<file path="config.mk">
export PLATFORM = sky130hd
export DESIGN_NAME = hazard_ctrl
export DESIGN_NICKNAME = d
export VERILOG_FILES = /design/src/rtl/hazard_ctrl.sv
export SDC_FILE = /design/constraint.sdc
export NUM_CORES = 1
export LEC_CHECK = 0
export CORE_MARGIN = 1.5
export CORE_UTILIZATION = 21
export DETAILED_ROUTE_END_ITERATION = 7
export PLACE_DENSITY = 0.91
export RECOVER_POWER = 25
export SLEW_MARGIN = 25
export SYNTH_ARGS = -nofsm -noshare
export SYNTH_HDL_FRONTEND = slang
export SYNTH_SLANG_ARGS = --single-unit
</file>
<file path="constraint.sdc">
create_clock -name Clk -period 3.1 [get_ports Clk]
set_input_delay 0.62 -clock Clk [delete_from_list [all_inputs] [get_ports Clk]]
set_output_delay 0.62 -clock Clk [all_outputs]
set_load 0.03 [all_outputs]
</file>
<file path="src/rtl/hazard_ctrl.sv">
// Load-use stall / branch flush controller for the IF/ID/EX front end.
// Optional stall performance counter enabled by defining HAZARD_STALL_COUNT_EN.
module hazard_ctrl #(
  parameter int unsigned LOAD_STALL_CYCLES   = 1,
  parameter int unsigned BRANCH_FLUSH_CYCLES = 1
) (
  input  logic        Clk,
  input  logic        Reset,
  input  logic [31:0] idInstr,
  input  logic        exMemRead,
  input  logic [4:0]  exDestReg,
  input  logic        branchTaken,
  input  logic        extStall,
  output logic        pcWriteEnable,
  output logic        ifIdWriteEnable,
  output logic        ifIdFlush,
  output logic        idExBubble,
  output logic [1:0]  ctrlState,
  output logic [15:0] stallCount
);

  localparam int unsigned CNT_W  = 4;
  localparam int unsigned STAT_W = 16;
  localparam logic [CNT_W-1:0] LOAD_RELOAD  = CNT_W'(LOAD_STALL_CYCLES - 1);
  localparam logic [CNT_W-1:0] FLUSH_RELOAD = CNT_W'(BRANCH_FLUSH_CYCLES - 1);

  typedef enum logic [1:0] {
    RUN   = 2'd0,
    STALL = 2'd1,
    FLUSH = 2'd2
  } state_t;

  state_t           r_state;
  state_t           w_next_state;
  logic [CNT_W-1:0] r_cnt;
  logic [CNT_W-1:0] w_next_cnt;
  logic [4:0]       w_rs;
  logic [4:0]       w_rt;
  logic             w_hazard;
  logic             w_unused;

  assign w_rs     = idInstr[25:21];
  assign w_rt     = idInstr[20:16];
  assign w_unused = ^{idInstr[31:26], idInstr[15:0]};

  // Load in EX writes a register the instruction in ID reads; r0 never hazards
  assign w_hazard = exMemRead && (exDestReg != 5'd0) &&
                    ((exDestReg == w_rs) || (exDestReg == w_rt));

  // Mealy outputs and next state, priority Reset > extStall > branchTaken > hazard
  always_comb begin
    w_next_state    = r_state;
    w_next_cnt      = r_cnt;
    pcWriteEnable   = 1'b1;
    ifIdWriteEnable = 1'b1;
    ifIdFlush       = 1'b0;
    idExBubble      = 1'b0;
    if (Reset) begin
      pcWriteEnable   = 1'b0;
      ifIdWriteEnable = 1'b0;
      idExBubble      = 1'b1;
    end else if (extStall) begin
      pcWriteEnable   = 1'b0;
      ifIdWriteEnable = 1'b0;
    end else if (branchTaken) begin
      ifIdFlush  = 1'b1;
      idExBubble = 1'b1;
      if (BRANCH_FLUSH_CYCLES > 1) begin
        w_next_state = FLUSH;
        w_next_cnt   = FLUSH_RELOAD;
      end else begin
        w_next_state = RUN;
        w_next_cnt   = '0;
      end
    end else begin
      case (r_state)
        RUN: begin
          if (w_hazard) begin
            pcWriteEnable   = 1'b0;
            ifIdWriteEnable = 1'b0;
            idExBubble      = 1'b1;
            if (LOAD_STALL_CYCLES > 1) begin
              w_next_state = STALL;
              w_next_cnt   = LOAD_RELOAD;
            end
          end
        end
        STALL: begin
          pcWriteEnable   = 1'b0;
          ifIdWriteEnable = 1'b0;
          idExBubble      = 1'b1;
          if (r_cnt <= CNT_W'(1)) begin
            w_next_state = RUN;
            w_next_cnt   = '0;
          end else begin
            w_next_cnt = r_cnt - CNT_W'(1);
          end
        end
        FLUSH: begin
          ifIdFlush  = 1'b1;
          idExBubble = 1'b1;
          if (r_cnt <= CNT_W'(1)) begin
            w_next_state = RUN;
            w_next_cnt   = '0;
          end else begin
            w_next_cnt = r_cnt - CNT_W'(1);
          end
        end
        default: begin
          w_next_state = RUN;
          w_next_cnt   = '0;
        end
      endcase
    end
  end

  always_ff @(posedge Clk) begin
    if (Reset) begin
      r_state <= RUN;
      r_cnt   <= '0;
    end else begin
      r_state <= w_next_state;
      r_cnt   <= w_next_cnt;
    end
  end

  assign ctrlState = Reset ? 2'd0 : 2'(r_state);

`ifdef HAZARD_STALL_COUNT_EN
  logic [STAT_W-1:0] r_stall_count;

  // Counts front-end stall cycles caused by hazards, saturating
  always_ff @(posedge Clk) begin
    if (Reset) begin
      r_stall_count <= '0;
    end else if (!pcWriteEnable && !extStall && (r_stall_count != {STAT_W{1'b1}})) begin
      r_stall_count <= r_stall_count + STAT_W'(1);
    end
  end

  assign stallCount = r_stall_count;
`else
  assign stallCount = STAT_W'(0);
`endif

endmodule

</file>
==> key figures <==
Run status
  • Status: completed

Synth
  • Post-synthesis simple-gate area fraction: 11.2%
  • Syn avg cell area: 7.25 µm²
  • Syn. warnings: 0
  • Synth cell types: 13
  • Compound-Gate Fraction of Synth Area: 12.4%
  • Post-Syn Instances: 43
  • Synth Area in Adders: 0%
  • Register area share after synthesis: 0%
  • Post-Syn Area: 312 µm²
  • Largest family of logic cells by synthesized area: buffers and inverters
  • Xor/xnor share of the synthesized area: 28.1%
  • Mux contribution to synthesized area: 0%

Placed design
  • Post-Place Cell Area: approximately 470 µm²
  • Hpwl dp: 637 µm
  • GP Congestion: 0.675
  • Buffers on Ports: 23

GRT
  • GRT Overall Usage: 7.41%
  • Antenna violations before repair: 0
  • Total gr overflow: 0
  • Global-route wire length before repair: 1050 µm
  • Vias in the first global route: 249
  • Largest net degree at the start of global routing: 4

Routing
  • Vias: 288
  • DR iter-0 viols: 2
  • Vias/cell: 3.65
  • Remaining DRCs: 0
  • DR WL/cell: 8.41 µm
  • First-pass iteration count of the detailed router: 2
  • Drt total wl: 664 µm
  • Post-route antenna net violation count: 0

Die
  • Chip Height: 41.5 µm
  • Core area: between 0.001 and 0.0015 mm²
  • Die area: 0.00172 mm²
  • Row count: 13
  • Initial core utilization: between 20% and 30%
  • IO Count: 64
  • Chip Width: 41.5 µm

Finish
  • Finished Cell Area: 474 µm²
  • Commonest non-fill, non-tap cell in the layout: clkdlybuf4s50_1
  • Multi-input gate area: approximately 230 µm²
  • Ant. Diodes: 0
  • Final Util: 35.6%
  • Final net count: 108
  • Layout area overhead: 52.2%
  • Fill cell count: 150
  • Most frequent cells in the layout: clkdlybuf4s50_1, conb_1, xor2_1
  • Register area: 0 µm²
  • Layout cells sized above 1: 7.81%
  • Clock buf count: 0
  • Sequential cell count: 0

Power
  • Comb power frac: 100.0%
  • Pwr Density: 178 mW/mm²
  • VDD IR max: 0.0443 mV
  • Seq pwr share: 0%
  • Switching Fraction: 60.3%
  • Leakage power: approximately 0.00022 µW
  • Clk pwr share: 0%
  • NetSw: 50.9 µW
  • Int Pwr: about 33 µW

Critical path
  • CP cell instances: clkdlybuf4s50_1 -> xor2_1 -> nor3_1 -> a22oi_1 -> o31a_2 -> buf_4
  • CP Max Fanout: 3
  • Critical Path RT: 2.48 ns
  • CP Class: input pin to output pin
  • CP Buf/Inv Count: 2
  • Largest stage delay, worst path: between 0.4 and 0.5 ns
  • Delay-heaviest family, CP: buffers and inverters
  • CP arrival: 2.16 ns
  • Crit end category: output pin
  • Critical Path Source Type: input pin
  • Slowest CP cell: clkdlybuf4s50_1

Timing
  • Period Utilization, post-route: 89.7%
  • F_max: 360 MHz
  • Final hold vios: 0
  • RSZ-0062 raised after global routing: false
  • Min Tclk post-route: 2.78 ns
  • Setup tns final: 0 ns
  • Slew Viols, Final: 0
  • Count of final setup violators: 0

Clock network
  • Post-CTS resize count: 0
  • Post-CTS Hold Fix Bufs: 0
  • Setup bufs post-CTS: 0

Flow run
  • Max-cap violations: 0

Worst hold path
  • HP Class: input pin to output pin
metrics by stage:
| step | worst slack [ns] | total power, µW | hold slack [ns] | std cells |
|---|---|---|---|---|
| global placement | 0.338 | 83.7 | 1.94 | 79 |
| global route | 0.217 | 90.7 | 1.98 | 79 |
| finish | 0.320 | 84.4 | 1.94 | 79 |
| detailed placement | 0.303 | 84.9 | 1.94 | 79 |
| CTS | 0.293 | 85.1 | 1.95 | 79 |
| floorplan | 0.639 | 67.8 | 1.43 | 60 |
final timing paths:
kind,start,endpoint,slack [ns],depth (start not counted)
max,exDestReg[0],ifIdWriteEnable,0.32,6
min,exMemRead,idExBubble,1.94,4
routing by layer:
metal / vias up / track usage, % / routed length, µm
li1: 144 / - / -
met1: 115 / 9.09 / 237
met2: 29 / 14.4 / 329
met3: 0 / 0.870 / 97
met4: 0 / 0 / 0
met5: - / 0 / 0
power groups by stage:
stage,Combinational (µW),Clock [µW],Sequential [µW]
3_3_place_gp,83.7,0,0
2_1_floorplan,67.8,0,0
3_5_place_dp,84.9,0,0
5_1_grt,90.7,0,0
6_report,84.4,0,0
4_1_cts,85.1,0,0
final cells by class:
cell class / instances / share of cell area [%]
inverters: 1 / 0.792
multi-input cells: 40 / 48.3
well taps: 15 / 3.96
repair buffers: 23 / 47.0
cell families (layout without fill, tap and decap cells):
| family | after synthesis | count (layout) |
|---|---|---|
| other cells | 1 | 18 |
| buf+inv | 20 | 24 |
| simple gates | 7 | 7 |
| compound gates | 5 | 5 |
| xor+xnor | 10 | 10 |
synthesized netlist by cell type:
master / n / area, µm²
a21oi_1: 1 / 5.00
inv_1: 1 / 3.75
o31ai_1: 1 / 7.51
conb_1: 1 / 3.75
nor3_1: 2 / 10.0
a22oi_1: 1 / 7.51
or4_1: 1 / 7.51
and2_1: 1 / 6.26
xor2_1: 10 / 87.6
o21ai_2: 1 / 8.76
buf_4: 19 / 143
nor2_1: 3 / 11.3
o31a_2: 1 / 10.0
Power figures use the tool's default switching activity.
